===== src/rtl/daq_register_bank.sv =====
// Control/status register bank with RW, RO, sticky W1C and self-clearing PULSE kinds; reads take 1 cycle.
// Accesses are always accepted (no backpressure); bad accesses raise a one-cycle err strobe.
module daq_register_bank #(
  parameter int                             DATA_W     = 16,
  parameter int                             ADDR_W     = 5,
  parameter int                             NUM_REGS   = 16,
  parameter logic [NUM_REGS-1:0]            RO_MASK    = '0,
  parameter logic [NUM_REGS-1:0]            W1C_MASK   = '0,
  parameter logic [NUM_REGS-1:0]            PULSE_MASK = '0,
  parameter logic [NUM_REGS*DATA_W-1:0]     RESET_VAL  = '0
) (
  input  logic                          clk,
  input  logic                          reset,
  input  logic [ADDR_W-1:0]             addr,
  input  logic                          wr_en,
  input  logic [DATA_W-1:0]             wr_data,
  input  logic                          rd_en,
  output logic [DATA_W-1:0]             rd_data,
  output logic                          rd_valid,
  output logic                          err,
  input  logic [NUM_REGS*DATA_W-1:0]    status_in,
  output logic [NUM_REGS*DATA_W-1:0]    ctrl_out,
  output logic [NUM_REGS-1:0]           wr_strobe
);

  // Overlapping mask bits resolve as RO > W1C > PULSE > RW.
  localparam logic [NUM_REGS-1:0] IS_RO    = RO_MASK;
  localparam logic [NUM_REGS-1:0] IS_W1C   = W1C_MASK & ~RO_MASK;
  localparam logic [NUM_REGS-1:0] IS_PULSE = PULSE_MASK & ~(RO_MASK | W1C_MASK);

  logic [NUM_REGS-1:0][DATA_W-1:0] regs;
  logic [NUM_REGS-1:0][DATA_W-1:0] status;
  logic [NUM_REGS-1:0]             wr_hit;
  logic [DATA_W-1:0]               rd_mux;
  logic                            addr_legal;
  logic                            wr_ro;
  logic                            wr_err;
  logic                            unused_bits;

  assign status     = status_in;
  assign addr_legal = {1'b0, addr} < (ADDR_W+1)'(NUM_REGS);
  assign wr_ro      = |(wr_hit & IS_RO);
  assign wr_err     = wr_en & (~addr_legal | wr_ro);

  // Status slices of RW/PULSE registers and the unused storage of RO registers are intentionally dropped.
  assign unused_bits = ^{status_in, regs};

  // Decoding against the current register contents gives read-before-write for free.
  always_comb begin
    wr_hit = '0;
    rd_mux = '0;
    for (int i = 0; i < NUM_REGS; i++) begin
      if (addr == ADDR_W'(i)) begin
        wr_hit[i] = wr_en;
        rd_mux    = IS_RO[i] ? status[i] : regs[i];
      end
    end
  end

  always_comb begin
    ctrl_out = '0;
    for (int i = 0; i < NUM_REGS; i++) begin
      ctrl_out[i*DATA_W +: DATA_W] = IS_RO[i] ? status[i] : regs[i];
    end
  end

  always_ff @(posedge clk) begin
    if (reset) begin
      for (int i = 0; i < NUM_REGS; i++) begin
        regs[i] <= (IS_RO[i] | IS_W1C[i] | IS_PULSE[i]) ? '0 : RESET_VAL[i*DATA_W +: DATA_W];
      end
      wr_strobe <= '0;
      rd_data   <= '0;
      rd_valid  <= 1'b0;
      err       <= 1'b0;
    end else begin
      for (int i = 0; i < NUM_REGS; i++) begin
        if (IS_RO[i]) begin
          regs[i] <= '0;
        end else if (IS_W1C[i]) begin
          // Status sets are OR-ed in after the clear so a coincident set survives.
          regs[i] <= wr_hit[i] ? ((regs[i] & ~wr_data) | status[i]) : (regs[i] | status[i]);
        end else if (IS_PULSE[i]) begin
          regs[i] <= wr_hit[i] ? wr_data : '0;
        end else if (wr_hit[i]) begin
          regs[i] <= wr_data;
        end
      end
      wr_strobe <= wr_hit & ~IS_RO;
      rd_valid  <= rd_en;
      if (rd_en) begin
        rd_data <= addr_legal ? rd_mux : '0;
      end
      err <= wr_err | (rd_en & ~addr_legal);
    end
  end

endmodule


===== config.mk =====
export PLATFORM = sky130hd
export DESIGN_NAME = daq_register_bank
export DESIGN_NICKNAME = d
export VERILOG_FILES = /design/src/rtl/daq_register_bank.sv
export SDC_FILE = /design/constraint.sdc
export NUM_CORES = 1
export LEC_CHECK = 0
export CAP_MARGIN = 20
export CORE_AREA = 5 5 218 220
export CTS_CLUSTER_SIZE = 10
export DETAILED_ROUTE_END_ITERATION = 10
export DIE_AREA = 0 0 223 225
export GPL_ROUTABILITY_DRIVEN = 0
export GPL_TIMING_DRIVEN = 0
export PLACE_DENSITY = 0.67
export SLEW_MARGIN = 15
export SYNTH_ARGS = -nofsm -noshare
export SYNTH_HDL_FRONTEND = slang
export SYNTH_SLANG_ARGS = --single-unit

===== constraint.sdc =====
create_clock -name clk -period 2.9 [get_ports clk]
set_clock_uncertainty 0.15 [all_clocks]
set_input_delay 0.435 -clock clk [delete_from_list [all_inputs] [get_ports clk]]
set_output_delay 0.435 -clock clk [all_outputs]
set_load 0.01 [all_outputs]

* Word level (Yosys, flattened, before mapping)
Cells that the tools add are included.
Cells by class: equality and inequality tests 15, $lt $le $gt $ge 1, multiplexer cells 33, bitwise gates (word level) 4, reduce and logical (&&, ||, !) cells 1
Operator list (number):
- $mux W16 | 17
- $eq A5 B4 Y1 const B | 8
- $eq A5 B3 Y1 const B | 4
- $mux W1 | 16
- $eq A5 B2 Y1 const B | 2
- $eq A5 B1 Y1 const B | 1
- $logic_not A5 Y1 | 1
- $lt A5 B5 Y1 const B | 1
- $and A1 B1 Y1 | 2
- $not A1 Y1 | 1
- $or A1 B1 Y1 | 1
Word-level totals: register bits after elaboration 290, logic and storage cells 74, input bits 281, output and inout port bits 290

* Longest topological paths before layout
depth after elaboration 18, mapped depth 10, mapped depth without buffers 6

* Worst setup path before layout
OpenSTA, ideal clock, no wires.
kind in2reg, start input port addr[4], end register regs (netlist bit ctrl_out[198]), cell stages on the path 7, data arrival time 1.879 ns, path slack 0.739 ns, library setup time 0.132 ns, path through buf_2 -> or3b_1 -> nor2_1 -> nand2_1 -> clkbuf_1 -> nand2_1 -> a21oi_1
On the way: word-level cells in the longest chain between the ends 2
Ends and longest elaborated chain:
- from (decl) | line 14 | input logic [ADDR_W-1:0] addr,
- $eq A5 B4 Y1 | line 53 | if (addr == ADDR_W'(i)) begin
- $mux W1 | line 53
- to (signal, indexed assignment) | line 70 | regs[i] <= (IS_RO[i] | IS_W1C[i] | IS_PULSE[i]) ? '0 : RESET_VAL[i*DATA_W +: DATA_W];
- to (signal, indexed assignment) | line 82 | regs[i] <= wr_hit[i] ? ((regs[i] & ~wr_data) | status[i]) : (regs[i] | status[i]);
- to (signal, indexed assignment) | line 84 | regs[i] <= wr_hit[i] ? wr_data : '0;
- to (decl) | line 31 | logic [NUM_REGS-1:0][DATA_W-1:0] regs;
No other way between the ends. A chain may end at the register's enable or synchronous reset.

* Worst setup path in the final report
start input port addr[0], end register rd_data[13]
On the way: word-level cells in the longest chain between the ends 18, elaborated cells on any way between the ends 34
Ends and longest elaborated chain:
- $logic_not A5 Y1 | line 53
- $mux W16 (16 in a row) | line 53
- $mux W16 * | line 92 | rd_data <= addr_legal ? rd_mux : '0;
- to (signal assigned) | line 92
- to (decl) | line 18 | output logic [DATA_W-1:0] rd_data,
Mark *: on every way between the ends. The rest lies on a longest branch, timed or not.

==> flow_summary.toml <==
[critical_path]
path_cells = "clkdlybuf4s50_1, buf_2, buf_4, buf_4, buf_6, mux2i_2, nor2_1, a21oi_1, nand4_1, a21oi_2, o41ai_1"
critical_path_peak_fanout = 10
crit_path_frequent_cell = "buf_4"
critPathRequiredTime_ps = 3150
cpMaxStageDelayCell = "clkdlybuf4s50_1"
critPathMaxStageDelay_ps = 550
worst_setup_path_start_kind = "input port"
endpoint_kind = "flop"
criticalPathCategory = "input port to flop"
crit_arrival_ps = 3170

[status]
run_status = "complete, but fails checks"
violated_checks = "negative setup slack"

[grt]
global_route.overflow_total = 0
global_route.usage.total = 0.259
number_of_antenna_violations_at_the_first_check_in_global_routing = 14
largest_net_degree_at_the_start_of_global_routing = 11
grt_pass1_vias = 13200
grt_first_pass_wirelength_mm = 95.9

[floorplanning]
num_rows = 78
floorplan.io_pins = 571
initial_utilization = 0.275
dieWidth_microns = 223
die_area_sq_mm = 0.0502
core_area_sq_mm = 0.0451
die_h_microns = 225

[clock_network]
clkLatencyLatePin_ps = 530
htree_num_levels = 2
cts_buffer_depth = 3
tritoncts = "built"
numCtsBuffers = 35
post_cts_clock_slew_at_the_launch_and_capture_registers_of_the_worst_setup_and_hold_paths_ps = 60
cts.sink_count = 290
cts_root_buffer = "clkbuf_16"

[final_layout]
multi_input_area_sq_mm = 0.00605
fillCellCount = 4643
final_cells = 2586
flow.area_growth_from_synthesis_pct = 39.9
fin_nets = 2245
area.sequential_sq_mm = 0.00581
postLayoutCellArea_sq_mm = 0.0173
layout-drive-gt1-share = 0.0740

[sta]
final_hold_vio_count = 0
period_minus_slack_ps = 2920
fin_tns_setup_ps = -59.3
layout_worst_path_cycle_share = 1.01
report.final.slew_viol_count = 0
timing.slew.headroom = 0.205
fmax_mhz = 342
worst-slew-pin-transition_ps = 1190
setup_viol = 3
setup_slack_ps = -23.0

[run]
max_cap_viol_count = 0

[placement]
dpl_hpwl_mm = 53.5
dpl-instance-area_sq_mm = 0.0161
input_output_buffers = 296
place_worst_setup_slack_ps = -956
dpl.cell_count = 2519

[synth]
ys.flop_type = "dfxtp_1"
netlist.top_cell.by_area = "dfxtp_1"
avgSynthCellArea_sq_um = 7.64
synth_simple_gate_area_frac = 0.241
synth_xor_area_frac = 0
synth_compound_gate_area_share = 0.192
proportion_of_synthesized_chip_area_in_sequential_cells = 0.468
asyncSetResetFlopFracSynth = 0
ys_ff_latch = 290
post_synth_instance_area_sq_mm = 0.0124
yosys.cell_count.top_type = "nand2_1"
synth_top_family_by_area = "simple AND/OR/NAND/NOR gates"
netlist.area_leader.share = 0.468
synthTopCellsByCount = "528 x nand2_1, 290 x dfxtp_1, 280 x a21oi_1"
yosysUniqueCellTypes = 62
synth_warnings = 0
adder_and_majority_gate_portion_of_the_synthesized_area = 0
synth.area.top_cells = "dfxtp_1 47%, nand2_1 16%, a21oi_1 11%"
postSynthCellCount = 1623
synthesis.nets = 1904
synth_enable_flop_cells = 0
synth.area.mux_share = 0.0449

[routing]
antenna_violating_nets_post_route = 0
wl_per_cell_microns = 27.1
route.detailed.drc = 0
detail_route.first_pass.iterations = 8
post_drt_via_cell_ratio = 5.63
detail_route.iter0.violations = 2357
drt-total-wl_mm = 70.2
dr_total_vias = 14600

[hold_path]
hold_path.class = "input port to flop"

[pwr]
irDropWorstVdd_uv = 322
total_power_uw = 8760
power_density_mw_per_mm2 = 505
static_leak_uw = 0.00571
-- layout by cell type (no fill, tap or decap), types with 9 or more instances in the layout --
cell,count
nand2_1,528
clkdlybuf4s50_1,295
dfxtp_1,290
a21oi_1,278
clkbuf_1,104
nor2_1,83
clkbuf_16,37
buf_2,34
o21ai_0,33
mux2i_1,31
a22oi_1,19
nand3_1,16
nor3_1,16
diode_2,14
buf_4,12
a221oi_1,11
mux4_2,9
-- critical path, delay by kind of cell --
kind / cells / cell delay [ps]
compound gates: 3 / 540
buf+inv: 5 / 1520
mux: 1 / 300
simple gates: 2 / 350
-- layout make-up --
class,count,area share
clock buffers,45,0.0563
plain buffers,148,0.0380
flip-flops and latches,290,0.335
multi-input cells,1177,0.349
diodes,14,0.00202
inverters,8,0.00195
well taps,600,0.0433
repair buffers,304,0.175
-- path summary, 6_finish.rpt --
check	slack [ps]	depth (start not counted)	endpoint	startpoint
worst max register to register	530	5	rd_data[6]	ctrl_out[22]
worst min-delay path	200	3	ctrl_out[18]	wr_data[2]
worst max-delay path	-20	11	rd_data[13]	addr[0]
worst min register to register	300	2	rd_data[5]	rd_data[5]
-- sequential cells by signal, summed over array words and instances (netlist names) --
register	count
ctrl_out	256
rd_data	16
wr_strobe	16
err	1
rd_valid	1
-- logic make-up after synthesis --
| logic type | count (synthesis) |
|---|---|
| DFF | 290 |
| buffers and inverters | 156 |
| and+or+nand+nor | 720 |
| muxes | 44 |
| AOI/OAI and AO/OA | 413 |
-- repair_timing --
action                     CTS  global route
setup buffers                0             7
resized for setup           10            27
setup endpoints to repair   11            55
pin swaps                    0             5
hold buffers                 0             0
-- through the flow --
| step | utilization | hold slack (ps) |
|---|---|---|
| 2_1_floorplan | - | 321 |
| 5_1_grt | 0.384 | 209 |
| 4_1_cts | 0.380 | 182 |
| 6_report | 0.385 | 195 |
| 3_3_place_gp | 0.357 | 295 |
| 3_5_place_dp | 0.357 | 298 |
-- power by group --
group / internal, uW / switching, uW
combinational: 187 / 516
sequential: 4020 / 37.2
clock: 2320 / 1690
total: 6530 / 2240
-- routing by layer --
layer  share of wire  vias up  GRT usage
met5               0        -          0
met1            0.35     6868      0.320
li1                -     6190          -
met4           0.064        0      0.130
met3            0.15      209     0.0890
met2            0.44     1296      0.404
Power figures use the tool's default switching activity.
